`src/rtl/wts_pkg.sv`:
```
// ============================================================================
// Module      : wts_pkg
// Description : Shared constants, address field positions, FSM state encoding
//               and the queued command format for the wave-table SRAM access
//               controller.
// Revision    : 1.0 - initial release
// ============================================================================
`default_nettype none

package wts_pkg;

  // Mixer rotation: slots 0..5, slot 5 services the wave-memory port.
  localparam logic [2:0] WTS_SERVICE_SLOT = 3'd5;
  localparam int         WTS_NUM_SLOTS    = 6;

  // Channels A..E map to ids 0..4; anything above is rejected.
  localparam logic [2:0] WTS_MAX_ID = 3'd4;

  // CPU address layout: [10]=bank, [9:7]=channel id, [6:0]=byte offset.
  localparam int WTS_BANK_BIT = 10;
  localparam int WTS_ID_MSB   = 9;
  localparam int WTS_ID_LSB   = 7;
  localparam int WTS_A_MSB    = 6;
  localparam int WTS_A_LSB    = 0;

  typedef enum logic [2:0] {
    ST_IDLE      = 3'd0,
    ST_ISSUE     = 3'd1,
    ST_WAIT_SLOT = 3'd2,
    ST_WAIT_DATA = 3'd3,
    ST_GAP       = 3'd4
  } wts_state_t;

  typedef struct packed {
    logic       wr;
    logic       bank;
    logic [2:0] id;
    logic [6:0] a;
    logic [7:0] d;
  } wts_cmd_t;

  localparam int WTS_CMD_W = $bits(wts_cmd_t);

endpackage

`default_nettype wire

```
`src/rtl/wts_cmd_fifo.sv`:
```
// ============================================================================
// Module      : wts_cmd_fifo
// Description : Synchronous command FIFO with full/empty flags. Pointers carry
//               one extra wrap bit so full and empty are distinguishable.
// Ports       : clk, reset (async, active-high)
//               i_push/i_din  - write side, ignored while full
//               i_pop/o_dout  - read side, o_dout shows the head entry
//               o_full/o_empty - occupancy flags
// Revision    : 1.0 - initial release
// ============================================================================
`default_nettype none

module wts_cmd_fifo #(
  parameter int DEPTH = 4,
  parameter int WIDTH = 20
) (
  input  logic             clk,
  input  logic             reset,
  input  logic             i_push,
  input  logic [WIDTH-1:0] i_din,
  input  logic             i_pop,
  output logic [WIDTH-1:0] o_dout,
  output logic             o_full,
  output logic             o_empty
);

  localparam int              c_AW      = $clog2(DEPTH);
  localparam logic [c_AW:0]   c_PTR_ONE = (c_AW+1)'(1);

  logic [c_AW:0]      r_wr_ptr;
  logic [c_AW:0]      r_rd_ptr;
  logic [WIDTH-1:0]   r_mem [DEPTH];
  logic               w_push_ok;
  logic               w_pop_ok;

  // Same index with different wrap bits means the writer lapped the reader.
  assign o_full  = (r_wr_ptr[c_AW] != r_rd_ptr[c_AW]) &&
                   (r_wr_ptr[c_AW-1:0] == r_rd_ptr[c_AW-1:0]);
  assign o_empty = (r_wr_ptr == r_rd_ptr);

  assign w_push_ok = i_push && !o_full;
  assign w_pop_ok  = i_pop  && !o_empty;

  always_ff @(posedge clk or posedge reset) begin
    if (reset) begin
      r_wr_ptr <= '0;
      r_rd_ptr <= '0;
    end else begin
      if (w_push_ok) r_wr_ptr <= r_wr_ptr + c_PTR_ONE;
      if (w_pop_ok)  r_rd_ptr <= r_rd_ptr + c_PTR_ONE;
    end
  end

  always_ff @(posedge clk) begin
    if (w_push_ok) r_mem[r_wr_ptr[c_AW-1:0]] <= i_din;
  end

  assign o_dout = r_mem[r_rd_ptr[c_AW-1:0]];

endmodule

`default_nettype wire

```
`src/rtl/wts_sram_access_controller.sv`:
```
// ============================================================================
// Module      : wts_sram_access_controller
// Description : CPU-side initiator for the wave-table mixer memory port.
//               Queues CPU byte reads/writes, issues one sram_oe/sram_we pulse
//               per command, waits for the mixer service slot (active==5) and
//               returns read data in request order.
// Ports       : clk, reset (async, active-high)
//               cpu_req/cpu_wr/cpu_address/cpu_wdata/cpu_ready - request side
//               cpu_rdata/cpu_rdata_en                         - read return
//               cpu_error/cpu_error_clr                        - sticky error
//               active                                         - mixer slot
//               sram_ce0/ce1/id/a/d/oe/we                      - mixer request
//               sram_q/sram_q_en                               - mixer read data
// Revision    : 1.0 - initial release
// ============================================================================
`default_nettype none

module wts_sram_access_controller
  import wts_pkg::*;
#(
  parameter int DEPTH   = 4,
  parameter int TIMEOUT = 8
) (
  input  logic        clk,
  input  logic        reset,
  input  logic        cpu_req,
  input  logic        cpu_wr,
  input  logic [10:0] cpu_address,
  input  logic [7:0]  cpu_wdata,
  output logic        cpu_ready,
  output logic [7:0]  cpu_rdata,
  output logic        cpu_rdata_en,
  output logic        cpu_error,
  input  logic        cpu_error_clr,
  input  logic [2:0]  active,
  output logic        sram_ce0,
  output logic        sram_ce1,
  output logic [2:0]  sram_id,
  output logic [6:0]  sram_a,
  output logic [7:0]  sram_d,
  output logic        sram_oe,
  output logic        sram_we,
  input  logic [7:0]  sram_q,
  input  logic        sram_q_en
);

  localparam int                 c_TMO_W    = $clog2(TIMEOUT + 1);
  localparam logic [c_TMO_W-1:0] c_TMO_LAST = c_TMO_W'(TIMEOUT - 1);
  localparam logic [c_TMO_W-1:0] c_TMO_ONE  = c_TMO_W'(1);

  wts_state_t              r_state;
  wts_state_t              w_state_nxt;
  wts_cmd_t                w_cmd_in;
  wts_cmd_t                w_head;
  logic [WTS_CMD_W-1:0]    w_fifo_dout;
  logic                    w_full;
  logic                    w_empty;
  logic                    w_push;
  logic                    w_pop;
  logic                    w_issue;
  logic                    w_bad;
  logic                    w_rd_done;
  logic                    w_rd_abort;
  logic                    r_cmd_wr;
  logic [c_TMO_W-1:0]      r_tmo_cnt;

  assign cpu_ready = !w_full;
  assign w_push    = cpu_req && cpu_ready;

  always_comb begin
    w_cmd_in      = '0;
    w_cmd_in.wr   = cpu_wr;
    w_cmd_in.bank = cpu_address[WTS_BANK_BIT];
    w_cmd_in.id   = cpu_address[WTS_ID_MSB:WTS_ID_LSB];
    w_cmd_in.a    = cpu_address[WTS_A_MSB:WTS_A_LSB];
    w_cmd_in.d    = cpu_wdata;
  end

  wts_cmd_fifo #(
    .DEPTH (DEPTH),
    .WIDTH (WTS_CMD_W)
  ) u_cmd_fifo (
    .clk     (clk),
    .reset   (reset),
    .i_push  (w_push),
    .i_din   (w_cmd_in),
    .i_pop   (w_pop),
    .o_dout  (w_fifo_dout),
    .o_full  (w_full),
    .o_empty (w_empty)
  );

  assign w_head = wts_cmd_t'(w_fifo_dout);

  always_ff @(posedge clk or posedge reset) begin
    if (reset) r_state <= ST_IDLE;
    else       r_state <= w_state_nxt;
  end

  always_comb begin
    w_state_nxt = r_state;
    w_pop       = 1'b0;
    w_issue     = 1'b0;
    w_bad       = 1'b0;
    w_rd_done   = 1'b0;
    w_rd_abort  = 1'b0;
    case (r_state)
      ST_IDLE: begin
        if (!w_empty) begin
          w_pop = 1'b1;
          if (w_head.id > WTS_MAX_ID) begin
            w_bad       = 1'b1;
            w_state_nxt = ST_GAP;
          end else begin
            w_issue     = 1'b1;
            w_state_nxt = ST_ISSUE;
          end
        end
      end
      // The pulse registered on the IDLE->ISSUE edge is visible in this cycle.
      ST_ISSUE:     w_state_nxt = ST_WAIT_SLOT;
      // Entered only after the pulse cycle, so a pulse issued in slot 5 waits
      // a full rotation.
      ST_WAIT_SLOT: begin
        if (active == WTS_SERVICE_SLOT)
          w_state_nxt = r_cmd_wr ? ST_GAP : ST_WAIT_DATA;
      end
      ST_WAIT_DATA: begin
        if (sram_q_en) begin
          w_rd_done   = 1'b1;
          w_state_nxt = ST_GAP;
        end else if (r_tmo_cnt == c_TMO_LAST) begin
          w_rd_abort  = 1'b1;
          w_state_nxt = ST_GAP;
        end
      end
      ST_GAP:       w_state_nxt = ST_IDLE;
      default:      w_state_nxt = ST_IDLE;
    endcase
  end

  always_ff @(posedge clk or posedge reset) begin
    if (reset) begin
      r_cmd_wr     <= 1'b0;
      r_tmo_cnt    <= '0;
      cpu_rdata    <= 8'h00;
      cpu_rdata_en <= 1'b0;
      cpu_error    <= 1'b0;
      sram_ce0     <= 1'b0;
      sram_ce1     <= 1'b0;
      sram_id      <= 3'd0;
      sram_a       <= 7'd0;
      sram_d       <= 8'h00;
      sram_oe      <= 1'b0;
      sram_we      <= 1'b0;
    end else begin
      sram_oe      <= 1'b0;
      sram_we      <= 1'b0;
      cpu_rdata_en <= 1'b0;

      if (r_state == ST_WAIT_DATA) r_tmo_cnt <= r_tmo_cnt + c_TMO_ONE;
      else                         r_tmo_cnt <= '0;

      if (w_pop) r_cmd_wr <= w_head.wr;

      // Address/data lines hold their values until the next pulse.
      if (w_issue) begin
        sram_ce0 <= !w_head.bank;
        sram_ce1 <= w_head.bank;
        sram_id  <= w_head.id;
        sram_a   <= w_head.a;
        sram_d   <= w_head.d;
        sram_we  <= w_head.wr;
        sram_oe  <= !w_head.wr;
      end

      if (w_rd_done) begin
        cpu_rdata    <= sram_q;
        cpu_rdata_en <= 1'b1;
      end else if (w_rd_abort || (w_bad && !w_head.wr)) begin
        cpu_rdata    <= 8'hFF;
        cpu_rdata_en <= 1'b1;
      end

      // Set wins over a simultaneous clear.
      if (w_bad || w_rd_abort) cpu_error <= 1'b1;
      else if (cpu_error_clr)  cpu_error <= 1'b0;
    end
  end

endmodule

`default_nettype wire

```
`config.mk`:
```
export PLATFORM = sky130hd
export DESIGN_NAME = wts_sram_access_controller
export DESIGN_NICKNAME = d
export VERILOG_FILES = /design/src/rtl/wts_pkg.sv /design/src/rtl/wts_cmd_fifo.sv /design/src/rtl/wts_sram_access_controller.sv
export SDC_FILE = /design/constraint.sdc
export NUM_CORES = 1
export LEC_CHECK = 0
export ABC_AREA = 1
export CORE_MARGIN = 8
export CORE_UTILIZATION = 49
export CTS_CLUSTER_DIAMETER = 80
export DETAILED_ROUTE_END_ITERATION = 10
export PLACE_DENSITY = 0.79
export SKIP_CTS_REPAIR_TIMING = 1
export SYNTH_ARGS = -nofsm -noshare
export SYNTH_HDL_FRONTEND = slang
export SYNTH_SLANG_ARGS = --single-unit
```
`constraint.sdc`:
```
create_clock -name clk -period 2.33 [get_ports clk]
set_clock_uncertainty 0.05 [all_clocks]
set_input_delay 0.3495 -clock clk [delete_from_list [all_inputs] [get_ports clk]]
set_output_delay 0.3495 -clock clk [all_outputs]
set_load 0.1 [all_outputs]
```
# [After elaboration in Yosys (flattened, before gate mapping)]
# Memories as Yosys holds them, arrays and structs flattened.
# Index checks and enable logic that the tools add are counted.
[word_totals] n_memories=1 output_inout_bits=33 reg_bits=46 mem_bits_rw=80
[memory_table] name="u_cmd_fifo.r_mem" words=4 word_bits=20 read_ports=1 rd_clocked_by_memory_dff=0 write_ports=1 line_no="wts_cmd_fifo.sv:32" rtl="logic [WIDTH-1:0] r_mem [DEPTH];"
[op_classes] muxes=31 eq_ne=11 addsub=3 n_lt_le_gt_ge=1 n_reduce_logical=15
[op_table] cell="1-bit two-way mux" count=21
[op_table] cell="3-bit two-way mux" count=6
[op_table] cell="8-bit two-way mux" count=2
[op_table] cell="3-bit case mux with 4 select lines" count=1
[op_table] cell="3-bit by 1-bit adder with 3-bit output, second input constant" count=2
[op_table] cell="3-bit by 2-bit == test with 1-bit output, second input constant" count=2
[op_table] cell="1-bit logical AND" count=5
[op_table] cell="4-bit by 1-bit adder with 4-bit output, second input constant" count=1
[op_table] cell="4-bit by 3-bit == test with 1-bit output, second input constant" count=1
[op_table] cell="1-bit logical NOT" count=4
[op_table] cell="4-bit two-way mux" count=1
[op_table] cell="2-bit != test, second input constant" count=2
[op_table] cell="2-bit nonzero test" count=2
[op_table] cell="3-bit by 1-bit == test with 1-bit output, second input constant" count=1
[op_table] cell="3-bit == test" count=1
[op_table] cell="3-bit == test, second input constant" count=1
[op_table] cell="3-bit > comparator, second input constant" count=1
[op_table] cell="3-bit logical NOT" count=1
[op_table] cell="3-bit != test, second input constant" count=1
[op_table] cell="3-bit AND reduction" count=1
[op_table] cell="2-bit == test" count=1
[op_table] cell="1-bit logical OR" count=2
[op_table] cell="1-bit != test" count=1

# [Longest topological paths before layout]
# An unclocked memory read counts as a cell.
[logic_depth] word_depth=9 ltp_mapped=11 depth_no_buf=10

# [Cells and area by module]
# Synthesis repeated with hierarchy kept, for this count alone.
[unflattened] cells_unflattened=463 area_unflattened_um2=5180.0
[by_module_without_submodules] mod="wts_cmd_fifo" area_each_um2=3418.3 cells_per_inst=256 seq_area_each_um2=2552.4 instances=1
[by_module_without_submodules] mod="wts_sram_access_controller" area_each_um2=1761.7 cells_per_inst=207 seq_area_each_um2=1001.0 instances=1

# [Worst setup path before layout]
# No wires, ideal clock.
[synth_path] kind="reg-to-reg" start="register u_cmd_fifo.r_rd_ptr[1]" end="memory u_cmd_fifo.r_mem[0][0], enable pin" setup_ps=397 setup_slack_ps=-846 path_buffers=1 arrival_time_ps=2730 stages_incl_launch_ff=8 cell_sequence="dfrtp_1 > inv_2 > buf_2 > nand2_1 > nand2_2 > nand4_1 > nand2_2 > nor2_1"
[synth_via] elab_chain_cells=7
[synth_rtl] item="start, declared" line_no="wts_cmd_fifo.sv:31" rtl="logic [c_AW:0] r_rd_ptr;"
[synth_rtl] item="start signal, assigned" line_no="wts_cmd_fifo.sv:50" rtl="if (w_pop_ok) r_rd_ptr <= r_rd_ptr + c_PTR_ONE;"
[synth_rtl] item="2-bit == test (*)" line_no="wts_cmd_fifo.sv:38" rtl="(r_wr_ptr[c_AW-1:0] == r_rd_ptr[c_AW-1:0]);"
[synth_rtl] item="1-bit logical AND (*)" line_no="wts_cmd_fifo.sv:37" rtl="assign o_full = (r_wr_ptr[c_AW] != r_rd_ptr[c_AW]) &&"
[synth_rtl] item="1-bit logical NOT (*)" line_no="wts_sram_access_controller.sv:67" rtl="assign cpu_ready = !w_full;"
[synth_rtl] item="named net cpu_ready" line_no="wts_sram_access_controller.sv:30" rtl="output logic cpu_ready,"
[synth_rtl] item="1-bit logical AND" line_no="wts_sram_access_controller.sv:68" rtl="assign w_push = cpu_req && cpu_ready;"
[synth_rtl] item="1-bit logical AND (*)" line_no="wts_cmd_fifo.sv:41" rtl="assign w_push_ok = i_push && !o_full;"
[synth_rtl] item="1-bit two-way mux (*)" line_no="wts_cmd_fifo.sv:55" rtl="if (w_push_ok) r_mem[r_wr_ptr[c_AW-1:0]] <= i_din;"
[synth_rtl] item="1-bit two-way mux (implied by the code) (*)" line_no="wts_cmd_fifo.sv:55"
[synth_rtl] item="end, declared" line_no="wts_cmd_fifo.sv:32"
# Mark *: on every way through the listed nets, which the timed path passes. The rest lies on a longest branch.

# [Worst setup path after layout]
[layout_path] start="register u_cmd_fifo.r_rd_ptr[1]" end="output cpu_ready"
[layout_via] elab_chain_cells=3
[layout_rtl] item="2-bit == test" line_no="wts_cmd_fifo.sv:38"
[layout_rtl] item="1-bit logical AND" line_no="wts_cmd_fifo.sv:37"
[layout_rtl] item="1-bit logical NOT" line_no="wts_sram_access_controller.sv:67"
[layout_rtl] item="end, declared" line_no="wts_sram_access_controller.sv:30"
# Every way passes these cells.

==> flow_metrics.py <==
metrics = {
    "run_status": {
        "outcome": "completed",
    },
    "sta": {
        "hold_viol_final": 0,
        "worstMarginPinSlew_ns": 0.644,
        "rsz0062_at_grt": "no",
        "fin_crit_ns": 2.20,
        "post-route-period-util": 0.942,
        "setup_violations": 0,
        "relSlewSlack": 0.569,
        "fmax_mhz": 455,
        "slew_viol_final": 0,
    },
    "die": {
        "rows": 37,
        "die_w_um": 119,
        "fp.dieH_um": 119,
        "ioPinCount": 69,
        "start_util": 0.504,
        "coreArea_mm2": 0.0103,
        "die_area_mm2": 0.0142,
    },
    "clock_tree": {
        "clk_pin_slew_ns": 0.06,
        "cts_root_buf": "clkbuf_8",
        "clk_latency_ns": 0.51,
        "cts_sinks": 126,
        "numCtsBuffers": 17,
        "cts_tree": "built",
        "cts.path.max_buffers": 2,
        "h-tree-depth": 4,
    },
    "route": {
        "first_pass_iters": 4,
        "drt-wirelength-per-cell_um": 16.0,
        "via_per_inst": 5.17,
        "route.antenna.remaining_nets": 0,
        "drt_iter0_drc": 347,
        "drc_errors": 0,
        "totalWireLength_mm": 10.8,
        "num_vias": 3499,
    },
    "finish": {
        "layout_commonest_cell": "edfxtp_1",
        "drive_gt1_frac": 0.231,
        "diodes": 0,
        "nets": 570,
        "final_cell_mix": "80 x edfxtp_1, 75 x nand2_1, 45 x dfrtp_1",
        "stdcell_count": 677,
        "area_growth_pct": 27.5,
    },
    "global_routing": {
        "grt_overflow": 0,
        "grt_max_degree": 42,
        "grt_pass1_vias": 3609,
        "antenna_found_initial": 0,
        "grt_pass1_wl_mm": 17.8,
        "track_usage": 0.159,
    },
    "synthesis": {
        "synthCells": 444,
        "ys.flop_type": "edfxtp_1",
        "syn_avg_cell_area_um2": 11.7,
        "synth.ff_latch_count": 126,
        "syn_nets": 486,
        "async_flop_share": 0.365,
        "yosysWarningCount": 0,
        "ys_seq_area_frac": 0.683,
        "synth_edf_count": 80,
        "ys_types": 29,
        "syn_area_mm2": 0.00520,
    },
    "critical_path": {
        "crit_type": "reg2out",
        "critPathLaunch": "u_cmd_fifo.r_rd_ptr[1]",
        "worstPathMaxFanout": 9,
        "cp-end-kind": "output pin",
        "cp.required_ns": 1.93,
        "worstPathArrival_ns": 1.80,
        "crit_path_start_kind": "register",
        "worstReg2RegStart": "u_cmd_fifo.r_rd_ptr[1]",
    },
    "placement": {
        "port_buffers": 68,
        "place_inst": 645,
        "hpwl_mm": 7.03,
        "gp_congestion": 0.810,
    },
    "worst_hold_path": {
        "hp-class": "in2async",
    },
    "job": {
        "maxCapViolCount": 0,
    },
}
==> metrics by stage <==
step                      TNS [ns]  area, µm²   util  worst slack [ns]  hold WS (ns)
after global placement           0       6070  0.588             0.331         0.395
after detailed placement         0       6070  0.588             0.225         0.413
after floorplan             -34.77       5260      -            -0.456         0.383
after CTS                        0       6640  0.643             0.113         0.171
after global routing             0       6640  0.643            0.0221         0.218
final                            0       6640  0.643             0.134         0.183
==> per-layer routing <==
| metal | vias up | share of wire | track usage |
|---|---|---|---|
| met2 | 112 | 0.49 | 0.260 |
| met1 | 1690 | 0.42 | 0.191 |
| met5 | - | 0 | 0 |
| li1 | 1688 | - | - |
| met3 | 9 | 0.073 | 0.0510 |
| met4 | 0 | 0.011 | 0.0632 |
==> final timing paths <==
kind                       slack, ns  depth (start not counted)           end
hold / removal                  0.18                          2  cpu_rdata_en
hold reg to reg                 0.41                          1  r_tmo_cnt[0]
min in group clk                0.34                          2     cpu_error
setup / recovery                0.13                          5     cpu_ready
setup reg to reg                0.19                          8     sram_a[1]
max in group asynchronous       1.41                          3     sram_d[5]
==> synthesized netlist by cell type (3+ instances only) <==
cell type	n	area, µm²
inv_1	45	169
nand2_1	76	285
ha_1	6	75.1
dfrtp_1	46	1150
o22ai_1	15	93.8
edfxtp_1	80	2400
nand3_1	20	100
buf_6	6	67.6
xor2_1	4	35.0
o21ai_2	18	158
nand3_2	3	30.0
nand2_2	7	43.8
a21oi_1	5	25.0
clkbuf_1	8	30.0
nor2_1	45	169
o21ai_0	37	185
inv_2	3	11.3
==> state kept, by name, indices dropped and copies added, names as in the netlist <==
name	flops
u_cmd_fifo.r_rd_ptr	3
sram_d	8
sram_we	1
cpu_rdata	8
u_cmd_fifo.r_mem	80
r_state	3
cpu_rdata_en	1
cpu_error	1
r_tmo_cnt	4
sram_ce0	1
r_cmd_wr	1
sram_ce1	1
sram_id	3
sram_oe	1
u_cmd_fifo.r_wr_ptr	3
sram_a	7
==> final cells by class <==
class / count / area, µm²
clock inverter: 15 / 150
inverter: 49 / 186
multi-input combinational: 253 / 1400
timing repair buffer: 81 / 758
tap: 136 / 170
fill: 740 / 3690
clock buffer: 17 / 414
sequential: 126 / 3550
==> logic make-up (layout without fill, tap and decap cells) <==
| kind of cell | after synthesis | after routing | share of synthesized area |
|---|---|---|---|
| flip-flops | 126 | 126 | 0.683 |
| adder cells (fa/ha/maj) | 6 | 6 | 0.0144 |
| XOR/XNOR | 5 | 5 | 0.00986 |
| buffers and inverters | 65 | 162 | 0.0565 |
| AND/OR/NAND/NOR | 161 | 161 | 0.138 |
| AO/OA/AOI/OAI | 81 | 81 | 0.0979 |
==> critical path, cell delays in order, from the launching register on <==
cell	delay, ns
dfrtp_1	0.49
inv_2	0.16
nand2_2	0.07
nand2_2	0.08
nand4_1	0.23
buf_12	0.25
Power is left out: the tool's default activity adds up to more than one toggle a clock period on the data nets, which glitch-free logic cannot reach.
